### src/rtl/freq_meter.sv
// Gated edge counter: counts sig_in rising edges between tick strobes and hands each
// completed count downstream over a valid/ack handshake. Define FREQ_METER_SYNC_EN for asynchronous sig_in.
module freq_meter #(
  parameter int CW = 32
) (
  input  logic          clk,
  input  logic          rst,
  input  logic          tick,
  input  logic          sig_in,
  input  logic          out_ack,
  output logic [CW-1:0] count,
  output logic          out_valid,
  output logic          ovf,
  output logic          overrun
);

  typedef enum logic {ARM, RUN} state_e;

  localparam logic [CW-1:0] ACC_MAX = '1;

  // Handshake: count/ovf are meaningful while out_valid=1; out_ack consumes them when
  // out_valid=1; a close while still valid replaces the data and flags overrun.
  state_e        state_q, state_d;
  logic [CW-1:0] acc_q, acc_d;
  logic          acc_ovf_q, acc_ovf_d;
  logic [CW-1:0] count_q, count_d;
  logic          out_valid_q, out_valid_d;
  logic          ovf_q, ovf_d;
  logic          overrun_q, overrun_d;
  logic          close;
  logic          rise;

`ifdef FREQ_METER_SYNC_EN
  logic s1_q, s2_q, s3_q;

  always_ff @(posedge clk) begin
    if (rst) begin
      s1_q <= 1'b0;
      s2_q <= 1'b0;
      s3_q <= 1'b0;
    end else begin
      s1_q <= sig_in;
      s2_q <= s1_q;
      s3_q <= s2_q;
    end
  end

  assign rise = s2_q & ~s3_q;
`else
  logic s3_q;

  always_ff @(posedge clk) begin
    if (rst) s3_q <= 1'b0;
    else     s3_q <= sig_in;
  end

  assign rise = sig_in & ~s3_q;
`endif

  always_comb begin
    state_d     = state_q;
    acc_d       = acc_q;
    acc_ovf_d   = acc_ovf_q;
    count_d     = count_q;
    out_valid_d = out_valid_q;
    ovf_d       = ovf_q;
    overrun_d   = overrun_q;
    close       = 1'b0;
    case (state_q)
      ARM: begin
        if (tick) begin
          acc_d     = '0;
          acc_ovf_d = 1'b0;
          state_d   = RUN;
        end
      end
      RUN: begin
        if (tick) begin
          // A rise coincident with the tick is folded into the closing window.
          close = 1'b1;
          if (rise && acc_q == ACC_MAX) begin
            count_d = ACC_MAX;
            ovf_d   = 1'b1;
          end else begin
            count_d = acc_q + CW'(rise);
            ovf_d   = acc_ovf_q;
          end
          acc_d       = '0;
          acc_ovf_d   = 1'b0;
          out_valid_d = 1'b1;
          if (out_valid_q) overrun_d = ~out_ack;
        end else if (rise) begin
          if (acc_q == ACC_MAX) acc_ovf_d = 1'b1;
          else                  acc_d     = acc_q + 1'b1;
        end
      end
      default: state_d = ARM;
    endcase
    if (!close && out_ack && out_valid_q) begin
      out_valid_d = 1'b0;
      overrun_d   = 1'b0;
    end
  end

  always_ff @(posedge clk) begin
    if (rst) begin
      state_q     <= ARM;
      acc_q       <= '0;
      acc_ovf_q   <= 1'b0;
      count_q     <= '0;
      out_valid_q <= 1'b0;
      ovf_q       <= 1'b0;
      overrun_q   <= 1'b0;
    end else begin
      state_q     <= state_d;
      acc_q       <= acc_d;
      acc_ovf_q   <= acc_ovf_d;
      count_q     <= count_d;
      out_valid_q <= out_valid_d;
      ovf_q       <= ovf_d;
      overrun_q   <= overrun_d;
    end
  end

  assign count     = count_q;
  assign out_valid = out_valid_q;
  assign ovf       = ovf_q;
  assign overrun   = overrun_q;

endmodule
### config.mk
export PLATFORM = sky130hd
export DESIGN_NAME = freq_meter
export DESIGN_NICKNAME = d
export VERILOG_FILES = /design/src/rtl/freq_meter.sv
export SDC_FILE = /design/constraint.sdc
export NUM_CORES = 1
export LEC_CHECK = 0
export CAP_MARGIN = 20
export CORE_ASPECT_RATIO = 1.4
export CORE_MARGIN = 1
export CORE_UTILIZATION = 61
export DETAILED_ROUTE_END_ITERATION = 8
export PLACE_DENSITY_LB_ADDON = 0.12
export SLEW_MARGIN = 20
export SYNTH_ARGS = -nofsm -noshare
export SYNTH_HDL_FRONTEND = slang
export SYNTH_SLANG_ARGS = --single-unit
### constraint.sdc
create_clock -name clk -period 7.05 [get_ports clk]
set_clock_uncertainty 0.05 [all_clocks]
set_input_delay 1.0575 -clock clk [delete_from_list [all_inputs] [get_ports clk]]
set_output_delay 1.0575 -clock clk [all_outputs]
set_load 0.02 [all_outputs]
==> key figures, run 1 <==
Run status
  – Status: complete, no violations

Die
  – Die H: 93.57 um
  – Core ar.: 5822 um2
  – Placement row count: 33
  – # IOs: 40
  – Die ar.: 6307 um2
  – Initial Utilization: 62.76%
  – Die X: 67.41 um

Setup path
  – Critical Path AT: 4020 ps
  – Worst Setup End Kind: flip-flop
  – Crit start category: input pin
  – Critical Path Fanout Max: 12
  – Worst r2r path cells: 6
  – WP data required: 7270 ps
  – Kind of critical path: input pin to flip-flop

Drt
  – WL/cell: 19.07 um
  – TritonRoute pass-1 iters: 5
  – ANT nets after route: 0
  – Iter 0 DRT Violations: 225
  – Via count: 3391
  – Drt via density: 6.410
  – Post-Route WL: 10.09 mm
  – Drc violations: 0

Timing
  – Worst-Margin Slew: 1097 ps
  – Setup tns final: 0 ps
  – Final setup vio count: 0
  – Fmax: 263.5 MHz
  – RSZ-0062 raised after global routing: no
  – Rel. slew slack: 26.24%
  – Slew Viols, Final: 0
  – Hold violation count in the final report: 0
  – Final min period: 3795 ps
  – Setup slack after layout: 3255 ps
  – Crit share post-route: 53.84%

Finish
  – Share of layout cells above drive strength 1: 7.625%
  – Finished Core Util: 72.83%
  – ANT cells: 0
  – Fillers: 466
  – Layout area overhead: 16.06%
  – Nets: 462

Logic synthesis
  – Flops & latches, synth: 70
  – Count leader, synth: dfxtp_1
  – Synth top area cells: dfxtp_1 (38%), a211oi_1 (7.2%), nor2_1 (6.1%)
  – Synth Area in Adders: 1.027%
  – Post-synth ARST share: 0%
  – Mapped Area: 3654 um2
  – XOR/XNOR share of the synthesized area: 8.390%
  – Mux share of post-synthesis cell area: 0.5479%
  – Synth warn: 0
  – Yosys top cell by area: dfxtp_1
  – Synth Instances: 437
  – Seq/Total Area, Yosys: 38.36%
  – Synth Area in Compound Gates: 20.24%
  – Largest family of logic cells by synthesized area: simple AND/OR/NAND/NOR gates
  – Post-Synth Simple-Gate Area: 25.96%
  – Post-synth cell types: 56
  – Share of the synthesized area in the top cell type: 38.36%
  – Syn nets: 445
  – Post-synth EDFFs: 0
  – Most instantiated cells after synthesis: dfxtp_1 (70), nor2_1 (59), a211oi_1 (35)
  – Syn Area/Cell: 8.360 um2
  – Post-synth top flop: dfxtp_1

Global routing
  – Vias in the first global route: 3264
  – Grt ovf: 0
  – Largest net degree at the start of global routing: 42
  – Initial antenna violation count: 0
  – First-pass GRT wire length: 16.34 mm
  – All-Layer GR Usage: 35.59%

Clock network
  – Hold bufs inserted after CTS: 0
  – Clock Tree Buf Depth: 2
  – Post-CTS Setup Inserts: 0
  – Clk_lat worst skew: 360 ps
  – TritonCTS buffer count: 9
  – Clk pin slew, worst setup/hold paths: 80 ps
  – H-tree Lvls: 3
  – CTS tree: yes
  – Clock Sinks: 70
  – Root buf cell: clkbuf_8
  – CTS resizes: 0

Placement
  – DP Wirelength: 7.171 mm
  – Setup WS pre-CTS: 2942 ps
  – GP Congestion: 0.9280
  – # port buffers: 39

Power and ir drop
  – VDD IR max: 0.1278 mV
  – LEAKAGE: 1.390 nW
  – Power per cell area: 205.3 nW/um2

Hold path
  – Worst Hold Depth: 2
  – HP Class: flip-flop to flip-flop

Flow run
  – Max Cap Violations: 0
## power by group
part / leakage [nW] / internal (W) / switching, W
clock network: 0.110 / 0.000210 / 0.000162
registers: 0.569 / 0.000407 / 0.00000753
logic: 0.711 / 0.0000350 / 0.0000488
## state kept, by name, indices dropped and copies added (netlist names)
register / count
acc_q: 32
count: 32
acc_ovf_q: 1
out_valid: 1
overrun: 1
ovf: 1
s3_q: 1
state_q: 1
## logic make-up after synthesis
group / count (synthesis)
AND/OR/NAND/NOR: 175
AO/OA/AOI/OAI: 107
flip-flops: 70
buffers and inverters: 45
XOR/XNOR: 35
adder cells (fa/ha/maj): 3
multiplexers: 2
## area by class of cell
type	instances	area [um2]	share of cell area, %
multi-input combinational	322	2062	48.63
sequential	70	1401	33.05
timing repair buffer	42	432.9	10.21
clock buffer	11	141.4	3.334
tap	70	87.58	2.066
clock inverter	5	81.33	1.918
inverter	9	33.78	0.7967
## layout by cell type (no fill, tap or decap), types with 5 or more instances in the layout
cell type / synthesis / final
a211oi_1: 35 / 35
a21oi_1: 29 / 28
a31oi_1: 7 / 7
and2_1: 5 / 5
and3_1: 7 / 7
and4_1: 8 / 8
clkbuf_8: 0 / 10
clkdlybuf4s50_1: 0 / 39
dfxtp_1: 70 / 70
inv_1: 9 / 9
nand2_1: 29 / 29
nand3_1: 18 / 18
nand4_1: 15 / 15
nor2_1: 59 / 59
o31ai_1: 8 / 8
or4_1: 7 / 7
xnor2_1: 18 / 18
xor2_1: 17 / 17
## layer usage
layer  vias to the layer above  track usage [%]  wire length [um]
li1                       1623                -                 -
met4                         0            21.10               501
met2                       115            61.42              5302
met1                      1617            37.75              3849
met5                         -                0                 0
met3                        36            8.780               434
## final timing paths
kind,from,slack [ps],endpoint
setup / recovery,sig_in,3250,count[18]
hold / removal,acc_ovf_q,410,acc_ovf_q
setup reg to reg,acc_q[0],3610,acc_q[16]
hold reg to reg,acc_ovf_q,410,acc_ovf_q
## critical path, stage by stage
cell and delay, ps:
clkdlybuf4s50_1 480, nor2b_1 360, ha_1 250, ha_1 220, inv_1 70, nor4_2 920, nand3_1 210, xor2_1 200
a211oi_1 240
## per-stage QoR
stage | total power, W | instance area [um2] | std cells | hold WS, ps
after floorplan | 0.0004710 | 3654 | 437 | 382.0
after global placement | 0.0005040 | 3990 | 512 | 400.8
after detailed placement | 0.0005078 | 4018 | 513 | 403.4
after CTS | 0.0008695 | 4240 | 529 | 416.0
after global routing | 0.0008938 | 4240 | 529 | 445.4
final | 0.0008704 | 4240 | 529 | 412.7
No activity file was read; power rests on OpenSTA's default activity.
==> run 2, diff against run 1 <==
- CORE_UTILIZATION: 61 -> 56
- clock period: 7.05 -> 3.85 ns (I/O delays scaled with it)
==> key figures, run 2 (synthesis gave the netlist of run 1 again) <==
Run status
  – Status: complete, no violations

Clock network
  – Clk pin slew, worst setup/hold paths: 80 ps (about the same)
  – Root buf cell: clkbuf_8
  – Clock Tree Buf Depth: 2 (unchanged)
  – Hold bufs inserted after CTS: 0 (unchanged)
  – Clock Sinks: 70 (unchanged)
  – Post-CTS Setup Inserts: 0 (unchanged)
  – CTS tree: yes
  – TritonCTS buffer count: 9 (unchanged)
  – Clk_lat worst skew: 350 ps (about the same)
  – H-tree Lvls: 3 (unchanged)
  – CTS resizes: 0 (unchanged)

Die
  – Placement row count: 34 (+3.0%)
  – Core ar.: 6254 um2 (+7.4%)
  – # IOs: 40 (unchanged)
  – Die X: 70.27 um (+4.2%)
  – Initial Utilization: 58.42% (-4.3 points)
  – Die ar.: 6856 um2 (+8.7%)
  – Die H: 97.57 um (+4.3%)

Setup path
  – Crit-path cells: clkdlybuf4s50_1 > nor2b_1 > ha_1 > nand3_1 > or4_1 > nor4_2 > xnor2_1 > a211oi_2
  – Slowest cell on crit path: or4_1
  – Kind of critical path: input pin to flip-flop
  – Crit start category: input pin
  – Crit path buf inv count: 1 (-1)
  – CP peak stage delay: 710 ps (-210 ps)
  – Critical Path AT: 3200 ps (-820 ps)
  – WP data required: 4080 ps (-3190 ps)
  – CP top delay family: simple AND/OR/NAND/NOR gates
  – Worst Setup End Kind: flip-flop
  – Critical Path Fanout Max: 6 (-6)

Timing
  – Rel. slew slack: 58.12% (+32 points)
  – Crit share post-route: 77.26%
  – Fmax: 336.2 MHz
  – Hold_ws: 428.0 ps (+15.26 ps)
  – Slew Viols, Final: 0 (unchanged)
  – Final setup vio count: 0 (unchanged)
  – Setup tns final: 0 ps (unchanged)
  – Hold violation count in the final report: 0 (unchanged)
  – RSZ-0062 raised after global routing: no
  – Final min period: 2975 ps
  – Worst-Margin Slew: 628.2 ps (-469.1 ps)

Global routing
  – Vias in the first global route: 3352 (+2.7%)
  – Initial antenna violation count: 0 (unchanged)
  – First-pass GRT wire length: 16.39 mm (+0.29%)
  – All-Layer GR Usage: 30.42% (-5.2 points)
  – Largest net degree at the start of global routing: 35 (-17%)
  – Grt ovf: 0 (unchanged)

Finish
  – Nets: 469 (+1.5%)
  – ANT cells: 0 (unchanged)
  – Fillers: 547 (+17%)
  – Layout area overhead: 17.02%
  – Commonest non-fill, non-tap cells in the layout: dfxtp_1 (70), nor2_1 (59), clkdlybuf4s50_1 (39), a211oi_1 (35), nand2_1 (29)
  – Most common cell after layout, fill and taps aside: dfxtp_1
  – Share of layout cells above drive strength 1: 9.227% (+1.6 points)

Hold path
  – HP Class: flip-flop to flip-flop

Drt
  – ANT nets after route: 0 (unchanged)
  – Drt via density: 6.429 (+0.30%)
  – Via count: 3459 (+2.0%)
  – Iter 0 DRT Violations: 325 (+44%)
  – WL/cell: 18.58 um (-2.6%)
  – TritonRoute pass-1 iters: 5 (unchanged)
  – Drc violations: 0 (unchanged)
  – Post-Route WL: 9.995 mm (-0.92%)

Flow run
  – Max Cap Violations: 0 (unchanged)

Power and ir drop
  – Power per cell area: 369.7 nW/um2 (+80%)
  – LEAKAGE: 1.419 nW (+2.1%)
  – VDD IR max: 0.2079 mV (+63%)

Placement
  – DP Wirelength: 7.268 mm (+1.4%)
  – GP Congestion: 0.9496 (+2.3%)
  – # port buffers: 39 (unchanged)
run 2: power breakdown:
part,internal (W),switching (W),total [W]
clock network,0.000367,0.000302,0.000669
registers,0.000746,0.0000137,0.000760
logic,0.0000642,0.0000879,0.000152
total,0.00118,0.000404,0.00158
run 2: metal layers:
metal,vias to the layer above,part of all wire (%),GRT usage [%]
met1,1635,37,32.75
met5,-,0,0
li1,1639,-,-
met4,0,5.1,18.92
met2,141,53,53.55
met3,44,4.9,5.705
run 2: final timing paths:
| kind | from | endpoint | slack, ps | cells past startpoint |
|---|---|---|---|---|
| max | sig_in | count[31] | 880 | 8 |
| min | acc_ovf_q | acc_ovf_q | 430 | 2 |
| max reg2reg | s3_q | count[31] | 1290 | 7 |
| min reg2reg | acc_ovf_q | acc_ovf_q | 430 | 2 |
run 2: tightest hold or removal path, stage by stage, from the launching register on:
cell and delay, ps:
dfxtp_1 300, inv_1 70, a21oi_1 60
run 2: area by class of cell:
class / count / area [um2] / share of cell area (%)
multi-input combinational: 322 / 2062 / 48.23
tap: 72 / 90.09 / 2.107
timing repair buffer: 49 / 465.4 / 10.89
sequential: 70 / 1401 / 32.78
clock buffer: 9 / 123.9 / 2.897
inverter: 9 / 33.78 / 0.7902
clock inverter: 7 / 98.84 / 2.312
run 2: per-stage QoR:
stage                      power, W  std cells  worst slack, ps  area, um2  utilization [%]
after floorplan           0.0008624        437             1363       3654                -
after global placement    0.0009258        522            697.5       4053            64.81
after detailed placement  0.0009285        522            560.8       4053            64.81
after CTS                  0.001586        538            883.3       4275            68.37
after global routing       0.001628        538            719.7       4275            68.37
final                      0.001580        538            875.5       4275            68.37
